`config.mk`:
```
export PLATFORM = sky130hd
export DESIGN_NAME = beef_alu_pipe
export DESIGN_NICKNAME = d
export VERILOG_FILES = /design/src/rtl/beef_alu_pipe.sv
export SDC_FILE = /design/constraint.sdc
export NUM_CORES = 1
export LEC_CHECK = 0
export ABC_AREA = 1
export CELL_PAD_IN_SITES_DETAIL_PLACEMENT = 0
export CELL_PAD_IN_SITES_GLOBAL_PLACEMENT = 2
export CORE_MARGIN = 1
export CORE_UTILIZATION = 32
export CTS_CLUSTER_SIZE = 25
export DETAILED_ROUTE_END_ITERATION = 8
export DONT_BUFFER_PORTS = 1
export MAX_ROUTING_LAYER = met4
export PLACE_DENSITY_LB_ADDON = 0.1
export REMOVE_ABC_BUFFERS = 1
export SLEW_MARGIN = 30
export SYNTH_ARGS = -nofsm -noshare
export SYNTH_HDL_FRONTEND = slang
export SYNTH_SLANG_ARGS = --single-unit
export TNS_END_PERCENT = 10
```
`constraint.sdc`:
```
create_clock -name clk_i -period 1.9 [get_ports clk_i]
set_input_delay 0.57 -clock clk_i [delete_from_list [all_inputs] [get_ports clk_i]]
set_output_delay 0.57 -clock clk_i [all_outputs]
set_load 0.01 [all_outputs]
```
`src/rtl/beef_alu_pipe.sv`:
```
// Pipelined BeeF cell ALU: INC/DEC/ADD/SUB/CLR/PASS with chaining, flags and a 2-entry output FIFO.
// Optional macro BEEF_ALU_SAT_EN: saturating INC/ADD/DEC/SUB, carry_o then flags saturation.
module beef_alu_pipe #(
  parameter int DATA_W = 8,
  parameter int STEP_W = DATA_W
) (
  input  logic              clk_i,
  input  logic              rst_n_i,
  input  logic              in_valid_i,
  output logic              in_ready_o,
  input  logic [2:0]        op_i,
  input  logic [DATA_W-1:0] data_i,
  input  logic [STEP_W-1:0] step_i,
  input  logic              chain_i,
  output logic              out_valid_o,
  input  logic              out_ready_i,
  output logic [DATA_W-1:0] result_o,
  output logic              zero_o,
  output logic              carry_o,
  output logic              illegal_o
);

  localparam logic [2:0] OP_INC  = 3'd0;
  localparam logic [2:0] OP_DEC  = 3'd1;
  localparam logic [2:0] OP_ADD  = 3'd2;
  localparam logic [2:0] OP_SUB  = 3'd3;
  localparam logic [2:0] OP_CLR  = 3'd4;
  localparam logic [2:0] OP_PASS = 3'd5;

  // Returns {carry, result}; the top bit is the raw carry, or the saturation flag when clamping.
  function automatic logic [DATA_W:0] f_add(input logic [DATA_W-1:0] a,
                                            input logic [DATA_W-1:0] b);
    logic [DATA_W:0] s;
    s = {1'b0, a} + {1'b0, b};
`ifdef BEEF_ALU_SAT_EN
    if (s[DATA_W]) s = {1'b1, {DATA_W{1'b1}}};
`endif
    return s;
  endfunction

  // Borrow appears in the top bit of the DATA_W+1 wide difference.
  function automatic logic [DATA_W:0] f_sub(input logic [DATA_W-1:0] a,
                                            input logic [DATA_W-1:0] b);
    logic [DATA_W:0] d;
    d = {1'b0, a} - {1'b0, b};
`ifdef BEEF_ALU_SAT_EN
    if (d[DATA_W]) d = {1'b1, {DATA_W{1'b0}}};
`endif
    return d;
  endfunction

  logic [1:0]        r_count;
  logic              r_rd_ptr;
  logic              r_wr_ptr;
  logic [DATA_W-1:0] r_res0;
  logic [DATA_W-1:0] r_res1;
  logic [1:0]        r_zero;
  logic [1:0]        r_carry;
  logic [DATA_W-1:0] r_last;
  logic              r_illegal;

  logic [DATA_W-1:0] w_a;
  logic [DATA_W-1:0] w_step;
  logic [DATA_W:0]   w_calc;
  logic              w_zero;
  logic              w_illegal_op;
  logic              w_push;
  logic              w_pop;

  assign in_ready_o  = rst_n_i && (r_count < 2'd2);
  assign out_valid_o = (r_count != 2'd0);
  assign w_push      = in_valid_i && in_ready_o;
  assign w_pop       = out_valid_o && out_ready_i;

  assign w_step       = DATA_W'(step_i);
  assign w_a          = chain_i ? r_last : data_i;
  assign w_illegal_op = op_i[2] & op_i[1];
  assign w_zero       = ~|w_calc[DATA_W-1:0];

  always_comb begin
    w_calc = {1'b0, w_a};
    case (op_i)
      OP_INC:  w_calc = f_add(w_a, DATA_W'(1'b1));
      OP_DEC:  w_calc = f_sub(w_a, DATA_W'(1'b1));
      OP_ADD:  w_calc = f_add(w_a, w_step);
      OP_SUB:  w_calc = f_sub(w_a, w_step);
      OP_CLR:  w_calc = '0;
      OP_PASS: w_calc = {1'b0, w_a};
      default: w_calc = {1'b0, w_a};
    endcase
  end

  // Accept stage: write computed entry into the FIFO and update chain/illegal state
  always_ff @(posedge clk_i or negedge rst_n_i) begin
    if (!rst_n_i) begin
      r_res0    <= '0;
      r_res1    <= '0;
      r_zero    <= '0;
      r_carry   <= '0;
      r_wr_ptr  <= 1'b0;
      r_last    <= '0;
      r_illegal <= 1'b0;
    end else if (w_push) begin
      if (r_wr_ptr) r_res1 <= w_calc[DATA_W-1:0];
      else          r_res0 <= w_calc[DATA_W-1:0];
      r_zero[r_wr_ptr]  <= w_zero;
      r_carry[r_wr_ptr] <= w_calc[DATA_W];
      r_wr_ptr          <= ~r_wr_ptr;
      r_last            <= w_calc[DATA_W-1:0];
      if (w_illegal_op) r_illegal <= 1'b1;
    end
  end

  // Output stage: head pointer and occupancy
  always_ff @(posedge clk_i or negedge rst_n_i) begin
    if (!rst_n_i) begin
      r_rd_ptr <= 1'b0;
      r_count  <= 2'd0;
    end else begin
      if (w_pop) r_rd_ptr <= ~r_rd_ptr;
      case ({w_push, w_pop})
        2'b10:   r_count <= r_count + 2'd1;
        2'b01:   r_count <= r_count - 2'd1;
        default: r_count <= r_count;
      endcase
    end
  end

  assign result_o  = r_rd_ptr ? r_res1 : r_res0;
  assign zero_o    = r_zero[r_rd_ptr];
  assign carry_o   = r_carry[r_rd_ptr];
  assign illegal_o = r_illegal;

endmodule

```
==> results.sh <==
export IMPL_status="finished with violations"
export IMPL_violations="setup timing"
export IMPL_reg2reg_depth=16
export IMPL_fin_nets=401
export IMPL_holdWs_ps=118
export IMPL_clock_latency_ps=280
export IMPL_r2r_start="r_last[0]$_DFFE_PN0P_"
export IMPL_synth_seq_cells=33
export IMPL_slew_viol_final=0
export IMPL_numPortBuffers=0
export IMPL_worstSetupStartpointType="input pin"
export IMPL_core_area_um2=6910
export IMPL_detail_route_vias_per_cell=4.68
export IMPL_grt_start_max_net_pins=34
export IMPL_cp_arrival_ps=2300
export IMPL_rsz0062_at_grt="yes"
export IMPL_drive_gt1_share_pct=32.8
export IMPL_grt_overflow=0
export IMPL_dp_hpwl_um=4720
export IMPL_gr_usage_all_layers_pct=18.5
export IMPL_synth_cell_types=34
export IMPL_ys_warn_count=0
export IMPL_area_growth_pct=31.9
export IMPL_crit_type="in2reg"
export IMPL_hold_violations=0
export IMPL_final_cell_area_um2=3070
export IMPL_critPathRequiredTime_ps=2080
export IMPL_hold_path_class="in2async"
export IMPL_end_kind="flop"
export IMPL_skew_ps=5.27
export IMPL_synth_cells=330
export IMPL_num_vias=2162
export IMPL_cts_buffers=5
export IMPL_die_area_um2=7630
export IMPL_cts_tree="yes"
export IMPL_peakVddDrop_v=0.000585
export IMPL_cts_root_buf="clkbuf_8"
export IMPL_dpl_cell_area_um2=2660
export IMPL_powerDensity_nw_per_um2=1130
export IMPL_h_tree_depth=2
export IMPL_timing_rr_end="r_carry[0]$_DFFE_PN0P_"
export IMPL_max_freq_ghz=0.471
export IMPL_drv_cap=0
export IMPL_first_pass_iters=4
export IMPL_clock_sinks=33
export IMPL_reg2reg_slack_ps=-110
export IMPL_p_leak_nw=1.52
export IMPL_start_util_pct=33.8
export IMPL_wl_um=6320
export IMPL_syn_avg_cell_area_um2=7.06
export IMPL_syn_area_um2=2330
export IMPL_grt_pass1_vias=2135
export IMPL_tightest_slew_ps=429
export IMPL_die_w_um=87.4
export IMPL_period_needed_ps=2120
export IMPL_globalplace_congestion=0.790
export IMPL_clk_pin_slew_ps=70
export IMPL_die_y_um=87.4
export IMPL_drt_first_iter_violations=60
export IMPL_synth_seq_area_share_pct=35.4
export IMPL_ios=37
export IMPL_antenna_cells=0
export IMPL_grt_pass1_wl_um=10400
export IMPL_final_common_cell="nand2_1"
export IMPL_rows=30
export IMPL_postRouteAntennaNets=0
export IMPL_clk_path_buf_depth=2
export IMPL_final_cell_mix="97 x nand2_1, 42 x inv_1, 32 x dfrtp_1"
export IMPL_n_fill_cell=761
export IMPL_crit_path_max_fanout=4
export IMPL_wl_per_cell_um=13.7
export IMPL_drc=0
export IMPL_setup_viol=23
export IMPL_setup_slack_ps=-223
export IMPL_antenna_found_initial=0
export IMPL_slew_headroom_pct=71.1
export IMPL_post_route_period_util_pct=112
[cell families (layout without fill, tap and decap cells)]
kind of cell             count (synthesis)  count (layout)  share of synthesized area [%]
AO/OA/AOI/OAI                           55              55                           13.7
XOR/XNOR                                 5               5                           1.88
adder cells (fa/ha/maj)                 12              12                           6.76
buffers and inverters                   63              99                           10.6
flip-flops                              33              33                           35.4
multiplexers                             3               3                           1.93
AND/OR/NAND/NOR                        159             159                           29.7
[sequential cells by signal (all words and copies together) (netlist names)]
name	flops
r_count	2
r_res0	8
r_wr_ptr	1
illegal_o	1
r_zero	2
r_rd_ptr	1
r_last	8
r_res1	8
r_carry	2
[repair_timing]
action,4_1_cts,5_1_grt
resized for setup,48,28
setup buffers,2,1
pin swaps,28,23
hold buffers,1,0
endpoints found under the setup margin,28,25
endpoints found under the hold margin,33,0
[final cells by class]
type	instances	area (µm²)	area share [%]
multi-input cells	234	1500	48.9
flip-flops and latches	33	827	26.9
repair buffers	35	299	9.73
inverters	56	243	7.90
well taps	96	120	3.91
clock buffers	6	72.6	2.36
clock inverters	2	10.0	0.326
[metrics by stage]
step | cells | TNS, ps | power (W) | utilization [%] | worst slack (ps)
2_1_floorplan | 323 | -8200 | 0.00227 | - | -500
3_3_place_gp | 450 | -16970 | 0.00275 | 38.5 | -937
3_5_place_dp | 450 | -16990 | 0.00276 | 38.5 | -918
4_1_cts | 461 | -3140 | 0.00341 | 43.1 | -277
5_1_grt | 462 | -5690 | 0.00378 | 44.5 | -367
6_report | 462 | -2300 | 0.00347 | 44.5 | -223
[Yosys cell counts, drive strengths merged]
cell,instances,share of area (%)
dfrtp,33,35
a31o,1,0.38
xor2,3,1.1
nand3b,2,0.64
or2,2,0.54
nor2,17,3.9
nand3,16,3.4
nand4,4,1.1
mux2,3,1.9
nand2,118,20
o22ai,1,0.27
ha,11,5.9
a31oi,2,0.54
a21o,1,0.32
a21oi,10,2.6
o21ai,37,8.4
a221oi,1,0.38
clkbuf,3,0.48
buf,4,1.1
o221ai,1,0.38
fa,1,0.86
inv,56,9.0
a311oi,1,0.38
xnor2,2,0.75
[worst max-delay path: stages]
cell and delay [ps]:
or2_1 250, nor2_4 130, o21ai_1 70, a31oi_1 200, ha_1 300, nand2_2 90, inv_1 50, a21oi_2 150
nand2_1 70, nand2_1 70, nand3_2 80, nand2_4 100, nor2_4 40, nand4_1 80, nand2_1 50
[how the worst max path moves through the flow]
stage	from	endpoint	slack, ps
after global placement	step_i[0]	r_zero[0]$_DFFE_PN0P_	-940
after CTS	step_i[1]	r_zero[0]$_DFFE_PN0P_	-280
after global routing	step_i[0]	r_zero[0]$_DFFE_PN0P_	-370
after detailed placement	step_i[0]	r_zero[0]$_DFFE_PN0P_	-920
final	step_i[4]	r_zero[0]$_DFFE_PN0P_	-220
after floorplan	step_i[0]	r_zero[0]$_DFFE_PN0P_	-500
[metal layers]
layer	share of wire (%)	global-route usage (%)
met3	4.0	3.51
met1	50	25.4
met5	0	-
met2	46	29.0
met4	0.17	2.68
[power breakdown]
group / internal [W] / switching [W]
sequential: 0.00103 / 0.000216
clock: 0.000254 / 0.000256
combinational: 0.000732 / 0.000985
total: 0.00201 / 0.00146
Note: power is estimated with default switching activity, not from simulation.
==> RTL change (config.mk and constraints unchanged) <==
The option `BEEF_ALU_SAT_EN` is turned on by a define.
--- a/src/rtl/beef_alu_pipe.sv
+++ b/src/rtl/beef_alu_pipe.sv
@@ -1,5 +1,7 @@
 // Pipelined BeeF cell ALU: INC/DEC/ADD/SUB/CLR/PASS with chaining, flags and a 2-entry output FIFO.
 // Optional macro BEEF_ALU_SAT_EN: saturating INC/ADD/DEC/SUB, carry_o then flags saturation.
+`define BEEF_ALU_SAT_EN
+
 module beef_alu_pipe #(
   parameter int DATA_W = 8,
   parameter int STEP_W = DATA_W
Behaviour: not the same (Yosys sat finds a counterexample within 4 cycles, from zero or initial values and one cycle with rst_n_i low).
==> RTL change against the original RTL <==
  * The flow still finishes with violations (setup timing)
  * Cell count is 62% higher
  * Power up 38%
  * Sequential cell count stayed put
  * Worst setup slack got worse by 240 ps
  * Combinational power increased by 78%
  * Final area is 47% higher
  * Via count is 63% higher
  * Synthesized area up 37%
  * Wire length grew 69%
==> RTL change: results (changes against the original RTL) <==
status=finished, violations left; violated checks=setup timing; worst vdd rail ir drop=0.4495 mV (-23%); cell types with the largest area share after synthesis=dfrtp_1, nand2_1, ha_1; Worst Setup Path Type=reg -> reg; Clock Skews=5.853 ps (+0.5871 ps); P_leak=2.385 nW (+57%); final number of setup-violating endpoints=28 (+22%); vias in the first global route=3298 (+54%); Final Net Count=663 (+65%); Crit. Startpoint=r_last[4]; post-detailed-routing wire length=10.66 mm (+69%); time the final worst path needs with I/O delays and setup=2361 ps (+238.3 ps); commonest cells in the netlist=nand2_1, inv_1, nand3_1; cell count after placement=732 (+63%); Cell variety after synth=37 (+8.8%); PnR worst setup slack=-461.5 ps (-238.3 ps); arrival time at the worst endpoint=2580 ps (+280 ps); maximum single-stage delay on the critical path=390 ps (+90 ps); via-per-instance ratio=4.689 (+0.21%); share of final-layout standard cells stronger than drive strength 1=33.06% (+0.28 points); clk buf depth=2 (unchanged); cell with the largest stage delay on the worst path=dfrtp_1; clock slew at the register clock pins of the worst setup and hold paths=70 ps (about the same); global-route wire length before repair=16.52 mm (+58%); reg-to-reg critical path endpoint=r_zero[0]
[RTL change: timing repair]
item | in CTS | in global routing
hold buffers | 1 | 0
pin swaps | 23 | 22
endpoints found under the setup margin | 28 | 28
gates resized for setup | 59 | 32
hold endpoints to repair | 33 | 0
setup buffers | 7 | 2
[RTL change: per-stage QoR]
step | setup slack, ps | util (%) | area, um^2
floorplan | -771.9 | - | 3147
global placement | -1156 | 41.15 | 4004
detailed placement | -1143 | 41.15 | 4004
CTS | -527.7 | 44.77 | 4355
global route | -644.7 | 46.31 | 4506
finish | -461.5 | 46.31 | 4506
[RTL change: area by class of cell]
type                    instances  area, um^2
clock buffers                   6       72.57
repair buffers                102       789.5
clock inverters                 2       10.01
well taps                     133       166.4
multi-input cells             405        2377
fillers                      1075        5224
flip-flops and latches         33       825.8
inverters                      69       264.0
[RTL change: kinds of logic after synthesis]
group	synth area share (%)
buf+inv	9.702
xor+xnor	1.643
compound gates	10.41
fa+ha+maj	9.468
simple gates	42.96
flops	25.82
[RTL change: worst min-delay path by stage]
stage                     startpoint  slack, ps  cells after the start        end
final                        rst_n_i        100                      1  r_res0[1]
after detailed placement     rst_n_i        280                      0  r_res0[3]
after global routing         rst_n_i        110                      1  r_res0[1]
after global placement       rst_n_i        280                      0  r_res0[3]
after CTS                    rst_n_i        110                      1  r_res0[3]
after floorplan              rst_n_i        270                      0  illegal_o
[RTL change: power by group]
group | total, W | switching (W) | leakage [nW] | internal, W
clock network | 0.000515 | 0.000261 | 0.0450 | 0.000254
logic | 0.00307 | 0.00173 | 1.92 | 0.00134
registers | 0.00122 | 0.000201 | 0.418 | 0.00102
total | 0.00480 | 0.00219 | 2.39 | 0.00261
[RTL change: layer usage]
| layer | GRT usage, % | share of wire [%] | vias up |
|---|---|---|---|
| li1 | - | - | 1822 |
| met1 | 28.25 | 47 | 1627 |
| met2 | 36.76 | 48 | 59 |
| met3 | 3.010 | 4.3 | 9 |
| met4 | 2.418 | 0.71 | 0 |
| met5 | - | 0 | - |
